**config.mk**
```make
export PLATFORM = sky130hd
export DESIGN_NAME = xs3_to_bcd_decoder
export DESIGN_NICKNAME = d
export VERILOG_FILES = /design/src/rtl/xs3_pkg.sv /design/src/rtl/xs3_digit_decode.sv /design/src/rtl/xs3_to_bcd_decoder.sv
export SDC_FILE = /design/constraint.sdc
export NUM_CORES = 1
export LEC_CHECK = 0
export ABC_AREA = 0
export ABC_CLOCK_PERIOD_IN_PS = 2700
export BUFFER_PORTS_ARGS = -buffer_cell sky130_fd_sc_hd__buf_2
export CAP_MARGIN = 20
export CORE_MARGIN = 2
export CORE_UTILIZATION = 50
export CTS_BUF_LIST = sky130_fd_sc_hd__clkbuf_4 sky130_fd_sc_hd__clkbuf_8
export DETAILED_ROUTE_END_ITERATION = 8
export GPL_TIMING_DRIVEN = 0
export PLACE_DENSITY = 0.85
export SKIP_CTS_REPAIR_TIMING = 1
export SLEW_MARGIN = 20
export SYNTH_ARGS = -nofsm -noshare
export SYNTH_HDL_FRONTEND = slang
export SYNTH_HIERARCHICAL = 1
export SYNTH_SLANG_ARGS = --single-unit
```
**constraint.sdc**
```tcl
create_clock -name clk -period 2.7 [get_ports clk]
set_input_delay 0.405 -clock clk [delete_from_list [all_inputs] [get_ports clk]]
set_output_delay 0.405 -clock clk [all_outputs]
set_load 0.05 [all_outputs]
```
**src/rtl/xs3_pkg.sv**
```systemverilog
// xs3_pkg: shared constants and FSM state type for the excess-3 decoder.
//   XS3_OFFSET : excess-3 bias subtracted from each code
//   XS3_MIN/MAX: legal excess-3 code range (digits 0..9)
//   state_t    : decoder FSM states
package xs3_pkg;

  localparam logic [3:0] XS3_OFFSET = 4'd3;
  localparam logic [3:0] XS3_MIN    = 4'd3;
  localparam logic [3:0] XS3_MAX    = 4'd12;

  typedef enum logic {
    COLLECT = 1'b0,
    HOLD    = 1'b1
  } state_t;

endpackage

```
**src/rtl/xs3_digit_decode.sv**
```systemverilog
// xs3_digit_decode: combinational single-digit excess-3 to BCD decode.
//   in_code [3:0] : excess-3 code
//   bcd     [3:0] : decoded 8421 digit
//   illegal       : code outside 0011..1100
// Optional feature macro: XS3_DEC_ERR_EN
//   defined   -> illegal codes flagged and forced to 0000
//   undefined -> no detection, every code decodes as (c - 3) mod 16
module xs3_digit_decode
  import xs3_pkg::*;
(
  input  logic [3:0] in_code,
  output logic [3:0] bcd,
  output logic       illegal
);

`ifdef XS3_DEC_ERR_EN
  always_comb begin
    illegal = (in_code < XS3_MIN) || (in_code > XS3_MAX);
    bcd     = illegal ? 4'b0000 : (in_code - XS3_OFFSET);
  end
`else
  always_comb begin
    illegal = 1'b0;
    bcd     = in_code - XS3_OFFSET;
  end
`endif

endmodule

```
**src/rtl/xs3_to_bcd_decoder.sv**
```systemverilog
// xs3_to_bcd_decoder: collects excess-3 digits (MSD first) into a packed,
// right-justified BCD word presented on a valid/ready output port.
//   clk, rst            : clock, synchronous active-high reset
//   in_valid/in_ready   : input digit handshake
//   in_code [3:0]       : excess-3 digit
//   in_last             : final digit of the current word
//   out_valid/out_ready : output word handshake
//   out_bcd [4*DIGITS-1:0], out_err, out_count [CW-1:0] : registered word
// Optional feature macro: XS3_DEC_ERR_EN (see xs3_digit_decode).
module xs3_to_bcd_decoder
  import xs3_pkg::*;
#(
  parameter  int unsigned DIGITS = 4,
  localparam int unsigned CW     = $clog2(DIGITS + 1)
) (
  input  logic                  clk,
  input  logic                  rst,
  input  logic                  in_valid,
  output logic                  in_ready,
  input  logic [3:0]            in_code,
  input  logic                  in_last,
  output logic                  out_valid,
  input  logic                  out_ready,
  output logic [4*DIGITS-1:0]   out_bcd,
  output logic                  out_err,
  output logic [CW-1:0]         out_count
);

  state_t state, state_nxt;

  logic [4*DIGITS-1:0] shift_reg;
  logic [4*DIGITS-1:0] dig_ext;
  logic [CW-1:0]       cnt;
  logic [CW-1:0]       cnt_inc;
  logic                err;
  logic [3:0]          dig_bcd;
  logic                dig_ill;
  logic                accept;
  logic                word_done;
  logic                out_fire;

  xs3_digit_decode u_digit_decode (
    .in_code (in_code),
    .bcd     (dig_bcd),
    .illegal (dig_ill)
  );

  // Zero-extend the new digit so the shift works for DIGITS == 1 as well.
  always_comb begin
    dig_ext      = '0;
    dig_ext[3:0] = dig_bcd;
  end

  assign accept    = (state == COLLECT) && in_valid;
  assign out_fire  = (state == HOLD) && out_ready;
  assign cnt_inc   = cnt + 1'b1;
  assign word_done = accept && (in_last || (cnt_inc == CW'(DIGITS)));

  always_ff @(posedge clk) begin
    if (rst) state <= COLLECT;
    else     state <= state_nxt;
  end

  always_comb begin
    state_nxt = state;
    unique case (state)
      COLLECT: if (word_done) state_nxt = HOLD;
      HOLD:    if (out_ready) state_nxt = COLLECT;
      default: state_nxt = COLLECT;
    endcase
  end

  always_ff @(posedge clk) begin
    if (rst || out_fire) begin
      shift_reg <= '0;
      cnt       <= '0;
      err       <= 1'b0;
    end else if (accept) begin
      shift_reg <= (shift_reg << 4) | dig_ext;
      cnt       <= cnt_inc;
      err       <= err | dig_ill;
    end
  end

  assign in_ready  = (state == COLLECT);
  assign out_valid = (state == HOLD);
  assign out_bcd   = shift_reg;
  assign out_err   = err;
  assign out_count = cnt;

endmodule
```
==> run metrics, run 1 <==
CP max stage cell dfxtp_1; status completed; row cnt 14; Async S/R FF share, synth 0; # nets final 149; FF+latch count, synth 21; smallest hold slack approximately 0.28 ns; CTS buffer count 3; WP data required 2.30 ns; htree depth 1; CTS tree built; P&R area growth vs syn 23.2%; peak fanout along the critical path 6; HP Start rst; Leak around 0.5 nW; Synth top cells by count nand2_1, dfxtp_1, a21oi_1; GPL Wtd Cong 0.716; unrepaired setup endpoints after global routing no; Max stage delay on crit path between 0.3 and 0.4 ns; post-synthesis sequential area ratio 0.493; ys flop type dfxtp_1; Mapped Nets 114; Die H about 45 µm; I/O Buffers 30; overall power around 0.60 mW; Antenna Nets Post-Route 0; first-pass GRT wire length 2880 µm; Fin. Hold Viols 0; Root Driver clkbuf_4; Setup crit start out_valid; WL final 1810 µm; Final WS setup 1.28 ns; routed vias 774; synth top area cells dfxtp_1, nand2_1, a21oi_1; top cell type by total area after synthesis dfxtp_1; kind of critical path register to primary output; io pins 31; CP top delay family flip-flops; Yosys top cell area share 0.493; endpoint type of the worst setup path primary output; Initial Utilization 0.547; fin cells ~150; Slew Limit Fails 0; final design utilization 0.673; max_cap viols 0; Critical Path AT roughly 1.0 ns; initial antenna violation count 0; WP buf/inv 2; n_diodes 0; final instance area around 1000 µm²; most frequent cell after synthesis nand2_1; YS warnings 6; fill cell count 150; Final Skew 0.00364 ns; Place WS 1.49 ns; fraction of layout cells with a size suffix above 1 0.301; CP startpoint kind register; Max Buffers Root-to-Sink 2; drt wl/cell 11.9 µm; Area after DPL 1020 µm²; setup violators final 0; Syn Inst Count 102; Cell Chain, Critical Path inv_1 -> buf_2; crit path time final 1.42 ns; synthesized area 852 µm²; TritonCTS Sinks 21; largest net degree at the start of global routing 13; Max IR drop VDD around 0.29 mV; Pre-antenna DRT Iters 4; Die ar. 2050 µm²; gr ovfl total 0; initial drt markers 15; sequential cell area approximately 420 µm²; multi-input logic area 370 µm²; Syn Area/Cell ~8.4 µm²; fmax 703 MHz; die width between 40 and 50 µm; fin crit share 0.527; Post-DP HPWL 1330 µm; DRC 0; vias in the first global route between 700 and 800; Cell variety after synth 20; RR Startpoint out_valid; TNS Setup 0 ns; Total GRT Usage 0.196; vias per cell 5.09; EDFF count, synth 0; Pwr per Cell Area 573 nW/µm²; worst min-delay path category input pin to register; core area 1560 µm²; clk_lat worst skew 0.30 ns; clock slew at reported path FFs 0.11 ns; post-placement cell count 148
path summary, 6_finish.rpt:
path              depth (start not counted)  slack [ns]          end
setup / recovery                          2        1.28     in_ready
hold / removal                            2        0.28    out_valid
setup reg to reg                          5        1.54  out_bcd[10]
hold reg to reg                           2        0.46  out_bcd[12]
per-layer routing:
metal / GRT usage / vias up / share of wire
li1: - / 393 / -
met1: 0.216 / 349 / 0.40
met2: 0.343 / 30 / 0.53
met3: 0.0280 / 2 / 0.058
met4: 0.129 / 0 / 0.011
met5: 0 / - / 0
sequential cells by signal, summed over array words and instances (netlist names):
| register | flops |
|---|---|
| out_valid | 1 |
| out_err | 1 |
| out_count | 3 |
| out_bcd | 16 |
cell type report:
type / instances / area share
plain buffers: 7 / 0.0513
clock buffers: 3 / 0.0215
clock inverters: 1 / 0.00477
inverters: 2 / 0.00715
multi-input cells: 72 / 0.353
flip-flops and latches: 21 / 0.400
well taps: 16 / 0.0191
repair buffers: 30 / 0.143
power by group:
part	internal, mW	switching, mW
sequential	0.322	0.0102
clock	0.0552	0.0935
combinational	0.0367	0.0845
total	0.414	0.188
cell families (layout without fill, tap and decap cells):
family | after synthesis | count (layout) | share of synthesized area
buffers and inverters | 9 | 43 | 0.0719
other | 1 | 1 | 0.00440
AO/OA/AOI/OAI | 22 | 22 | 0.141
adder cells (fa/ha/maj) | 3 | 3 | 0.0441
flip-flops | 21 | 21 | 0.493
AND/OR/NAND/NOR | 41 | 41 | 0.194
XOR/XNOR | 5 | 5 | 0.0514
layout by cell type, fill, tap and decap left out:
cell	n
a2bb2oi_1	1
inv_1	2
xnor2_1	2
buf_6	2
nand3_1	1
clkinv_2	1
xor2_1	3
conb_1	1
clkbuf_4	3
a21o_1	1
buf_2	31
nand2_1	34
nor2_1	3
a21oi_2	1
nand3b_1	1
ha_1	3
and2b_1	1
buf_4	3
dfxtp_1	21
a21oi_1	19
nand2b_1	1
clkbuf_1	1
(Power assumes the default switching activity.)
==> run 2: changes to the inputs <==
--- a/config.mk
+++ b/config.mk
@@ -6,7 +6,7 @@
 export NUM_CORES = 1
 export LEC_CHECK = 0
 export ABC_AREA = 0
-export ABC_CLOCK_PERIOD_IN_PS = 2700
+export ABC_CLOCK_PERIOD_IN_PS = 1400
 export BUFFER_PORTS_ARGS = -buffer_cell sky130_fd_sc_hd__buf_2
 export CAP_MARGIN = 20
 export CORE_MARGIN = 2
==> constraint.sdc (replaced) <==
create_clock -name clk -period 1.4 [get_ports clk]
set_input_delay 0.21 -clock clk [delete_from_list [all_inputs] [get_ports clk]]
set_output_delay 0.21 -clock clk [all_outputs]
set_load 0.05 [all_outputs]
==> run metrics, run 2 (synthesized netlist as in run 1, its figures left out) <==
clk_lat worst skew about 0.30 ns; P&R area growth vs syn 23.6%; commonest non-fill, non-tap cell in the layout nand2_1; fin cells 152; TNS Setup 0 ns; first-pass GRT wire length ~2600 µm; WP buf/inv 1; initial drt markers 14; setup violators final 0; Die ar. about 2000 µm²; Fin. Hold Viols 0; peak fanout along the critical path 4; CP startpoint kind register; Post-DP HPWL 1250 µm; vias per cell 4.82; Final Skew 0.00763 ns; WP data required 1.19 ns; unrepaired setup endpoints after global routing no; routed vias 733; RR Startpoint out_valid; vias in the first global route approximately 630; Reg2Reg Setup Slack 0.29 ns; final design utilization 0.676; Max IR drop VDD 0.721 mV; endpoint type of the worst setup path primary output; CP top delay family flip-flops; row cnt 14; n_diodes 0; fmax just over 800 MHz; TritonCTS Sinks 21; gr ovfl total 0; WL final 1660 µm; io pins 31; Pre-antenna DRT Iters 4; Leak 0.500 nW; largest net degree at the start of global routing 12; kind of critical path register to primary output; fin crit share 0.881; Slew Limit Fails 0; die width 45.3 µm; Max stage delay on crit path 0.43 ns; R2R depth 3; GPL Wtd Cong 0.690; r2r endpoint out_bcd[2]; Max Buffers Root-to-Sink 2; core area 1560 µm²; Largest register FFs 16; Total GRT Usage 0.175; Setup crit start out_count[0]; Cell Chain, Critical Path buf_2; CP max stage cell dfxtp_1; Worst Hold Endpoint out_valid; worst min-delay path category input pin to register; HP Start rst; Antenna Nets Post-Route 0; Hold Path Cell Cnt 2; max_cap viols 0; clock slew at reported path FFs 0.12 ns; status completed; Pwr per Cell Area 1120 nW/µm²; CTS buffer count 3; DRC 0; most frequent cells in the layout nand2_1, buf_2, dfxtp_1; I/O Buffers 30; Initial Utilization 0.547; Critical Path AT 1.02 ns; crit path time final 1.23 ns; drt wl/cell ~11 µm; CTS tree built; Root Driver clkbuf_4; post-placement cell count 148; htree depth 1; initial antenna violation count 0; Die H 45.3 µm; # nets final 149; fraction of layout cells with a size suffix above 1 0.309
-- run 2: changes by cell type in the layout (fill, tap and decap cells not counted), sizes merged --
cell and delta:
clkinv -1, clkbuf +1
-- run 2: how the worst max path moves through the flow --
stage / to / slack, ns / cells after the start
5_1_grt: out_count[0] / 0.13 / 1
6_report: out_count[0] / 0.17 / 1
4_1_cts: out_count[0] / 0.17 / 1
2_1_floorplan: out_valid / 0.07 / 4
3_3_place_gp: out_bcd[1] / 0.36 / 3
3_5_place_dp: out_bcd[2] / 0.30 / 3
-- run 2: area by class of cell --
cell class                 instances  area (µm²)
multi-input combinational         72         370
fill                             140         505
timing repair buffer              30         150
inverter                           2        7.51
clock buffer                       4        30.0
buffer                             7        53.8
sequential                        21         422
tap                               16        20.0
-- run 2: through the flow --
step | instance area, µm² | power (mW) | hold slack (ns) | worst slack, ns
final | 1050 | 1.18 | 0.0651 | 0.166
after global routing | 1050 | 1.22 | 0.0554 | 0.129
after CTS | 1050 | 1.18 | 0.0673 | 0.171
after detailed placement | 1020 | 0.888 | 0.391 | 0.299
after global placement | 1020 | 0.881 | 0.372 | 0.359
after floorplan | 853 | 0.827 | 0.272 | 0.0687
-- run 2: worst reg2reg max path, delay by kind of cell (launching register included) --
kind                   cells  cell delay, ns
flip-flops                 1            0.38
AO/OA/AOI/OAI              2            0.22
buffers and inverters      1            0.38
-- run 2: metal layers --
layer | share of wire | global-route usage | up-vias
met2 | 0.50 | 0.289 | 22
met1 | 0.44 | 0.214 | 314
li1 | - | - | 393
met5 | 0 | 0 | -
met3 | 0.044 | 0.0240 | 4
met4 | 0.019 | 0.106 | 0
-- run 2: where the power goes --
group	leakage [nW]	switching, mW	internal, mW
Combinational	0.311	0.162	0.0711
Sequential	0.171	0.0191	0.621
Clock	0.0184	0.176	0.130
Total	0.500	0.357	0.822
